$ cat src/rtl/mult_operand_sequencer.sv
// ---------------------------------------------------------------------------
// mult_operand_sequencer
//
// Drives a deterministic sequence of operand pairs into a combinational
// multiplier under test. It holds each pair for SETTLE_CYCLES cycles and
// then samples the product. The product is compared with an internally
// computed reference, and the block counts vectors and mismatches. It also
// captures the first failing vector.
//
// Ports:
//   clk               in   rising-edge system clock
//   rst               in   synchronous active-high reset
//   start             in   begin a run (honoured in IDLE and DONE)
//   mul_a, mul_b      out  registered operands, idx[2W-1:W] / idx[W-1:0]
//   mul_result        in   product from the multiplier under test
//   busy              out  high while driving / checking vectors
//   done              out  high once the run has completed
//   vec_count         out  vectors checked in the current or last run
//   err_count         out  mismatching vectors, saturating at 16'hFFFF
//   fail_seen         out  sticky flag: at least one mismatch this run
//   first_fail_a/_b   out  operands of the first mismatching vector
//   first_fail_result out  product returned for the first mismatching vector
// ---------------------------------------------------------------------------
module mult_operand_sequencer #(
  parameter int unsigned WIDTH         = 8,
  parameter int unsigned SETTLE_CYCLES = 2,
  parameter int unsigned NUM_VECTORS   = 256,
  parameter int unsigned START_IDX     = 0,
  parameter int unsigned STRIDE        = 1
) (
  input  logic                 clk,
  input  logic                 rst,
  input  logic                 start,
  output logic [WIDTH-1:0]     mul_a,
  output logic [WIDTH-1:0]     mul_b,
  input  logic [2*WIDTH-1:0]   mul_result,
  output logic                 busy,
  output logic                 done,
  output logic [15:0]          vec_count,
  output logic [15:0]          err_count,
  output logic                 fail_seen,
  output logic [WIDTH-1:0]     first_fail_a,
  output logic [WIDTH-1:0]     first_fail_b,
  output logic [2*WIDTH-1:0]   first_fail_result
);

  localparam int unsigned PW = 2 * WIDTH;
  localparam int unsigned CW = (SETTLE_CYCLES > 1) ? $clog2(SETTLE_CYCLES) : 1;
  localparam logic [PW-1:0] START_L     = PW'(START_IDX);
  localparam logic [PW-1:0] STRIDE_L    = PW'(STRIDE);
  localparam logic [CW-1:0] SETTLE_LAST = CW'(SETTLE_CYCLES - 1);
  localparam logic [15:0]   NV_L        = 16'(NUM_VECTORS);

  typedef enum logic [1:0] {
    S_IDLE  = 2'd0,
    S_DRIVE = 2'd1,
    S_CHECK = 2'd2,
    S_DONE  = 2'd3
  } state_e;

  state_e            state_q, state_d;
  logic [PW-1:0]     idx_q, idx_d;
  logic [WIDTH-1:0]  mul_a_q, mul_a_d;
  logic [WIDTH-1:0]  mul_b_q, mul_b_d;
  logic [PW-1:0]     exp_q, exp_d;
  logic [CW-1:0]     settle_q, settle_d;
  logic [15:0]       vec_q, vec_d;
  logic [15:0]       err_q, err_d;
  logic              fail_q, fail_d;
  logic [WIDTH-1:0]  ff_a_q, ff_a_d;
  logic [WIDTH-1:0]  ff_b_q, ff_b_d;
  logic [PW-1:0]     ff_res_q, ff_res_d;
  logic              busy_q, busy_d;
  logic              done_q, done_d;

  logic [PW-1:0]     next_idx_s;
  logic [15:0]       vec_inc_s;

  assign next_idx_s = idx_q + STRIDE_L;   // wraps modulo 2^PW
  assign vec_inc_s  = vec_q + 16'd1;

  // State and datapath registers with synchronous reset
  always_ff @(posedge clk) begin
    if (rst) begin
      state_q  <= S_IDLE;
      idx_q    <= START_L;
      mul_a_q  <= '0;
      mul_b_q  <= '0;
      exp_q    <= '0;
      settle_q <= '0;
      vec_q    <= 16'd0;
      err_q    <= 16'd0;
      fail_q   <= 1'b0;
      ff_a_q   <= '0;
      ff_b_q   <= '0;
      ff_res_q <= '0;
      busy_q   <= 1'b0;
      done_q   <= 1'b0;
    end else begin
      state_q  <= state_d;
      idx_q    <= idx_d;
      mul_a_q  <= mul_a_d;
      mul_b_q  <= mul_b_d;
      exp_q    <= exp_d;
      settle_q <= settle_d;
      vec_q    <= vec_d;
      err_q    <= err_d;
      fail_q   <= fail_d;
      ff_a_q   <= ff_a_d;
      ff_b_q   <= ff_b_d;
      ff_res_q <= ff_res_d;
      busy_q   <= busy_d;
      done_q   <= done_d;
    end
  end

  // Next-state, counter and capture logic
  always_comb begin
    state_d  = state_q;
    idx_d    = idx_q;
    mul_a_d  = mul_a_q;
    mul_b_d  = mul_b_q;
    exp_d    = exp_q;
    settle_d = settle_q;
    vec_d    = vec_q;
    err_d    = err_q;
    fail_d   = fail_q;
    ff_a_d   = ff_a_q;
    ff_b_d   = ff_b_q;
    ff_res_d = ff_res_q;

    case (state_q)
      S_IDLE, S_DONE: begin
        if (start) begin
          // Restart from DONE behaves exactly like a start from IDLE.
          state_d  = S_DRIVE;
          idx_d    = START_L;
          mul_a_d  = START_L[PW-1:WIDTH];
          mul_b_d  = START_L[WIDTH-1:0];
          settle_d = '0;
          vec_d    = 16'd0;
          err_d    = 16'd0;
          fail_d   = 1'b0;
          ff_a_d   = '0;
          ff_b_d   = '0;
          ff_res_d = '0;
        end else begin
          state_d = state_q;
        end
      end

      S_DRIVE: begin
        // Operands are stable throughout DRIVE, so the reference product
        // is valid by the time CHECK samples it.
        exp_d = PW'(mul_a_q) * PW'(mul_b_q);
        if (settle_q == SETTLE_LAST) begin
          settle_d = '0;
          state_d  = S_CHECK;
        end else begin
          settle_d = settle_q + CW'(1);
        end
      end

      S_CHECK: begin
        vec_d = vec_inc_s;
        if (mul_result != exp_q) begin
          err_d = (err_q == 16'hFFFF) ? err_q : (err_q + 16'd1);
          if (!fail_q) begin
            fail_d   = 1'b1;
            ff_a_d   = mul_a_q;
            ff_b_d   = mul_b_q;
            ff_res_d = mul_result;
          end else begin
            fail_d = fail_q;
          end
        end else begin
          err_d = err_q;
        end
        if (vec_inc_s == NV_L) begin
          // Operands keep showing the last vector while in DONE.
          state_d = S_DONE;
        end else begin
          idx_d   = next_idx_s;
          mul_a_d = next_idx_s[PW-1:WIDTH];
          mul_b_d = next_idx_s[WIDTH-1:0];
          state_d = S_DRIVE;
        end
      end

      default: begin
        state_d = S_IDLE;
      end
    endcase
  end

  // Status flags are decoded from the next state so that they are registered
  // and line up with the state register.
  always_comb begin
    busy_d = 1'b0;
    done_d = 1'b0;
    case (state_d)
      S_DRIVE, S_CHECK: busy_d = 1'b1;
      S_DONE:           done_d = 1'b1;
      default: begin
        busy_d = 1'b0;
        done_d = 1'b0;
      end
    endcase
  end

  assign mul_a             = mul_a_q;
  assign mul_b             = mul_b_q;
  assign busy              = busy_q;
  assign done              = done_q;
  assign vec_count         = vec_q;
  assign err_count         = err_q;
  assign fail_seen         = fail_q;
  assign first_fail_a      = ff_a_q;
  assign first_fail_b      = ff_b_q;
  assign first_fail_result = ff_res_q;

endmodule

$ cat config.mk
export PLATFORM = sky130hd
export DESIGN_NAME = mult_operand_sequencer
export DESIGN_NICKNAME = d
export VERILOG_FILES = /design/src/rtl/mult_operand_sequencer.sv
export SDC_FILE = /design/constraint.sdc
export NUM_CORES = 1
export LEC_CHECK = 0
export BUFFER_PORTS_ARGS = -buffer_cell sky130_fd_sc_hd__buf_4
export CORE_AREA = 4 4 129 106
export DETAILED_ROUTE_END_ITERATION = 7
export DIE_AREA = 0 0 133 110
export GPL_TIMING_DRIVEN = 0
export PLACE_DENSITY = 0.79
export SLEW_MARGIN = 20
export SYNTH_ARGS = -nofsm -noshare
export SYNTH_HDL_FRONTEND = slang
export SYNTH_SLANG_ARGS = --single-unit
$ cat constraint.sdc
create_clock -name clk -period 5.66 [get_ports clk]
set_input_delay 0 -clock clk [delete_from_list [all_inputs] [get_ports clk]]
set_output_delay 0 -clock clk [all_outputs]
set_load 0.1 [all_outputs]
== Yosys cells after proc, flatten, opt, wreduce, memory -nomap -nowiden ==
Index checks and enable logic that the tools add are counted.

* Memories kept: 0
* Output and inout port bits: 83
* Bits in latches: 0
* Register bits: 118
* RAM bits: 0
* Memory bits (read-only): 0
* Input bits: 19
* Word-level logic and storage cells: 76

* Shift operators: 0
* Equality and inequality tests: 14
* Bitwise operators: 0
* Div/mod/pow operators: 0
* Magnitude comparators: 0
* Reduce and logical (&&, ||, !) cells: 11
* Multiply operators: 1
* Add/subtract/negate cells: 4
* Multiplexer cells: 32

{| class="wikitable"
|+ Operator list
! cell !! number
|-
| $pmux W16 S2 || 4
|-
| $mux W16 || 6
|-
| $pmux W8 S2 || 4
|-
| $mux W8 || 7
|-
| $add A16 B1 Y16 const B || 3
|-
| $eq A16 B16 Y1 const B || 1
|-
| $eq A16 B9 Y1 const B || 1
|-
| $mul A8 B8 Y16 || 1
|-
| $ne A16 B16 Y1 || 1
|-
| $ne A2 B2 Y1 const B || 5
|-
| $eq A2 B2 Y1 const B || 4
|-
| $reduce_and A4 Y1 || 2
|-
| $mux W2 || 3
|-
| $pmux W2 S3 || 1
|-
| $reduce_and A3 Y1 || 2
|-
| $mux W1 || 5
|-
| $eq A2 B1 Y1 const B || 2
|-
| $pmux W1 S2 || 2
|-
| $reduce_and A2 Y1 || 2
|-
| $reduce_bool A2 Y1 || 2
|-
| $reduce_or A2 Y1 || 2
|-
| $logic_not A2 Y1 || 1
|-
| $add A1 B1 Y1 const B || 1
|}

== Logic depth before layout (Yosys ltp) ==
* Depth after elaboration: 7
* Mapped depth: 19
* Depth with buffers taken out: 18

== Worst setup path after synthesis ==
Ideal clock, no wire load.

* Kind: flip-flop to flip-flop
* Start: register idx_q[5] (netlist name)
* End: register exp_q[14]
* Arrival: 5.075 ns
* Period minus slack after synthesis: 5.202 ns
* Library setup time: 0.127 ns
* Stages on the path, launching flop included: 17
* Path buffers: 1
* Slack: 0.458 ns
* Required time: 5.533 ns
* Cells stage by stage: dfxtp_1 clkbuf_1 inv_1 nor2_1 fa_1 fa_1 fa_1 inv_1 fa_1 inv_1 ha_1 a21oi_1 o21ai_0 a41oi_1 a211oi_1 and4b_1 or3_1

{| class="wikitable"
|+ RTL lines
! item !! line !! text
|-
| to (signal assigned) || 104 || <nowiki>exp_q <= exp_d;</nowiki>
|-
| to (decl) || 65 || <nowiki>logic [PW-1:0] exp_q, exp_d;</nowiki>
|}

==> impl_results.md <==
- Wirelength per Cell: 17.4 µm
- Setup Viol. Count Final: 0
- Via count: 6665
- Maximum vdd drop: 0.198 mV
- Met2 Track Usage GR: 42.2%
- R2R Path Start: idx_q[11]
- Initial antenna violation count: 0
- Fin area: 0.00850 mm²
- Io pins: 102
- GRT busiest layer: met2
- Placer Congestion: 0.981
- Post-synth top cells: dfxtp_1 (102), nor2_1 (92), inv_1 (64)
- Clock Skew: 0.0104 ns
- Clk network pwr share: 43.6%
- MaxCap Viol Count: 0
- Ys async rst share: 0%
- CTS tree: done
- Peak Freq: 0.189 GHz
- Detailed-route DRC error count: 0
- CP startpoint: idx_q[11]
- Reg clk slew, reported paths: 0.08 ns
- Num rows: 36
- Final period util: 93.7%
- Die width: 133 µm
- Sequential Power Share: 45.6%
- Hold Vio Cnt, Final: 0
- Final setup TNS: 0 ns
- Required @ worst endpoint: 5.90 ns
- Total Routing Usage GR: 28.0%
- Actual slew at the worst max-slew pin: 0.804 ns
- Leakage power: 3.56 nW
- Flops & latches, synth: 102
- PwrDens: 188 mW/mm²
- Gate power share: 10.8%
- Clk sinks: 102
- Post-synth top area cell: dfxtp_1
- R2R setup slack: 0.36 ns
- CTS max path bufs: 2
- Crit start category: flip-flop
- Initial DRC count: 763
- RSZ-0062 raised after global routing: no
- Status: finished, final reports clean
- Total wire length: 19900 µm
- Top-area cell type share of the netlist area: 29.0%
- HP Class: in2reg
- Final min period: 5.30 ns
- Area after DPL: 0.00801 mm²
- R2r worst-path depth: 16
- Grt total ovfl: 0
- Switching pwr: 0.426 mW
- Synth Warn #: 0
- Switching portion of total power: 26.6%
- Post-Syn Nets: 938
- Nets: 1066
- Final Core Density: 69.6%
- CP endpoint kind: flip-flop
- Die Y: 110 µm
- Final ANT Viol Nets: 0
- Synth Flop Type: dfxtp_1
- Post-cts sizing count: 0
- Most common cell in the netlist: dfxtp_1
- Pint: 1.17 mW
- Skew-Pair Late Insertion Delay: 0.36 ns
- Top cells by area, synth: dfxtp_1 (29%), fa_1 (10%), ha_1 (7.6%), nor2_1 (4.9%), and2_1 (3.5%)
- Max Slew Vio Count: 0
- Dpl hpwl: 14500 µm
- CTS H-Tree Depth: 3
- Kind of critical path: reg2reg
- Seq/Total Area, Yosys: 29.0%
- Post-synthesis cell area: 0.00704 mm²
- Critical path arrival: 5.54 ns
- Met3 Track Usage GR: 8.03%
- Vias in the first global route: 6415
- WHS: 0.0165 ns
- Root buffer cell: clkbuf_16
- Pin count of the biggest net entering global routing: 19
- GRT met1 Usage: 39.2%
- Crit path capture: exp_q[14]
- Worst Path Max Fanout: 10
- TritonRoute pass-1 iters: 5
- Area growth syn-to-layout: 20.8%
- Worst rel slew slack: 46.1%
- Core box area: 0.0122 mm²
- Fill count: 1010
- Post-synthesis cell type count: 69
- Starting Density: 57.7%
- Mapped Cells: 840
- TritonCTS Buffers: 9
- First-pass GRT wire length: 33000 µm
- Average size of a mapped cell: 8.38 µm²
- R2r endpoint: exp_q[14]
- Die area: 0.0146 mm²
- Antenna Cells: 0
- IO buf count: 101
- Vias/cell: 5.83
- Number of flops mapped to enable cells by yosys: 0
- Share of layout cells above drive strength 1: 14.8%
## per-layer routing
| metal | part of all wire (%) | vias to the layer above |
|---|---|---|
| met3 | 10 | 44 |
| met2 | 43 | 325 |
| met1 | 45 | 3122 |
| met5 | 0 | - |
| met4 | 2.0 | 0 |
| li1 | - | 3174 |
## critical path, stage by stage (launching register included)
cell,delay [ns]
dfxtp_1,0.34
clkbuf_1,0.56
inv_1,0.28
nor2_1,0.20
fa_1,0.47
fa_1,0.54
fa_1,0.55
inv_1,0.06
fa_1,0.53
inv_1,0.05
ha_1,0.35
a21oi_1,0.15
o21ai_0,0.11
a41oi_1,0.29
a211oi_1,0.14
and4b_1,0.22
or3_1,0.35
## timing repair
item	in CTS	in global routing
buffers inserted	0	0
hold buffers	16	0
hold endpoints to repair	16	0
## how the worst min path moves through the flow
| stage | start | slack, ns | depth (start not counted) | endpoint |
|---|---|---|---|---|
| detailed placement | mul_result[1] | 0.28 | 3 | first_fail_result[1] |
| global route | rst | 0.03 | 3 | idx_q[5] |
| global placement | mul_result[15] | 0.27 | 3 | first_fail_result[15] |
| floorplan | mul_result[0] | 0.16 | 2 | first_fail_result[0] |
| CTS | rst | 0.01 | 3 | idx_q[5] |
| finish | rst | 0.02 | 3 | idx_q[5] |
## final cells by class
type	count	area, µm²	area share, %
multi-input combinational	612	4500	53.0
inverter	65	244	2.87
timing repair buffer	117	918	10.8
buffer	61	251	2.96
tap	171	214	2.52
clock inverter	7	105	1.24
sequential	102	2040	24.0
clock buffer	9	225	2.65
## cells by family after synthesis
group                      synth area share [%]
and+or+nand+nor                            24.8
AOI/OAI and AO/OA                          15.0
buffers and inverters                      7.04
DFF                                        29.0
adders and majority gates                  17.9
xor gates and xnor gates                   4.98
muxes                                      1.30
## stage by stage
stage,power (mW),instances,setup WS [ns]
detailed placement,0.906,1112,0.462
finish,1.60,1144,0.359
CTS,1.59,1144,0.443
global route,1.64,1144,0.144
floorplan,0.854,840,0.458
global placement,0.904,1112,0.490
## flip-flops by register name (all words and copies together) (netlist names)
| register | cells |
|---|---|
| settle_q | 1 |
| exp_q | 16 |
| done | 1 |
| first_fail_b | 8 |
| state_q | 2 |
| busy | 1 |
| vec_count | 16 |
| first_fail_a | 8 |
| fail_seen | 1 |
| err_count | 16 |
| first_fail_result | 16 |
| idx_q | 16 |
## layout by cell type (no fill, tap or decap), types with 16 or more instances in the layout
| master | n |
|---|---|
| a21oi_1 | 39 |
| a22oi_1 | 25 |
| and2_1 | 39 |
| buf_4 | 103 |
| clkbuf_1 | 45 |
| dfxtp_1 | 102 |
| dlygate4sd3_1 | 16 |
| fa_1 | 36 |
| ha_1 | 43 |
| inv_1 | 64 |
| nand2_1 | 54 |
| nand3_1 | 40 |
| nand4_1 | 18 |
| nor2_1 | 92 |
| nor3_1 | 21 |
| nor4_1 | 17 |
| xnor2_1 | 21 |
| xor2_1 | 19 |
## power groups by stage
stage / Clock, mW / Sequential [mW] / Combinational [mW]
6_report: 0.697 / 0.729 / 0.173
2_1_floorplan: 0 / 0.762 / 0.0920
3_5_place_dp: 0 / 0.746 / 0.160
4_1_cts: 0.694 / 0.729 / 0.170
5_1_grt: 0.728 / 0.730 / 0.186
3_3_place_gp: 0 / 0.745 / 0.159
No activity file was read; power rests on OpenSTA's default activity.
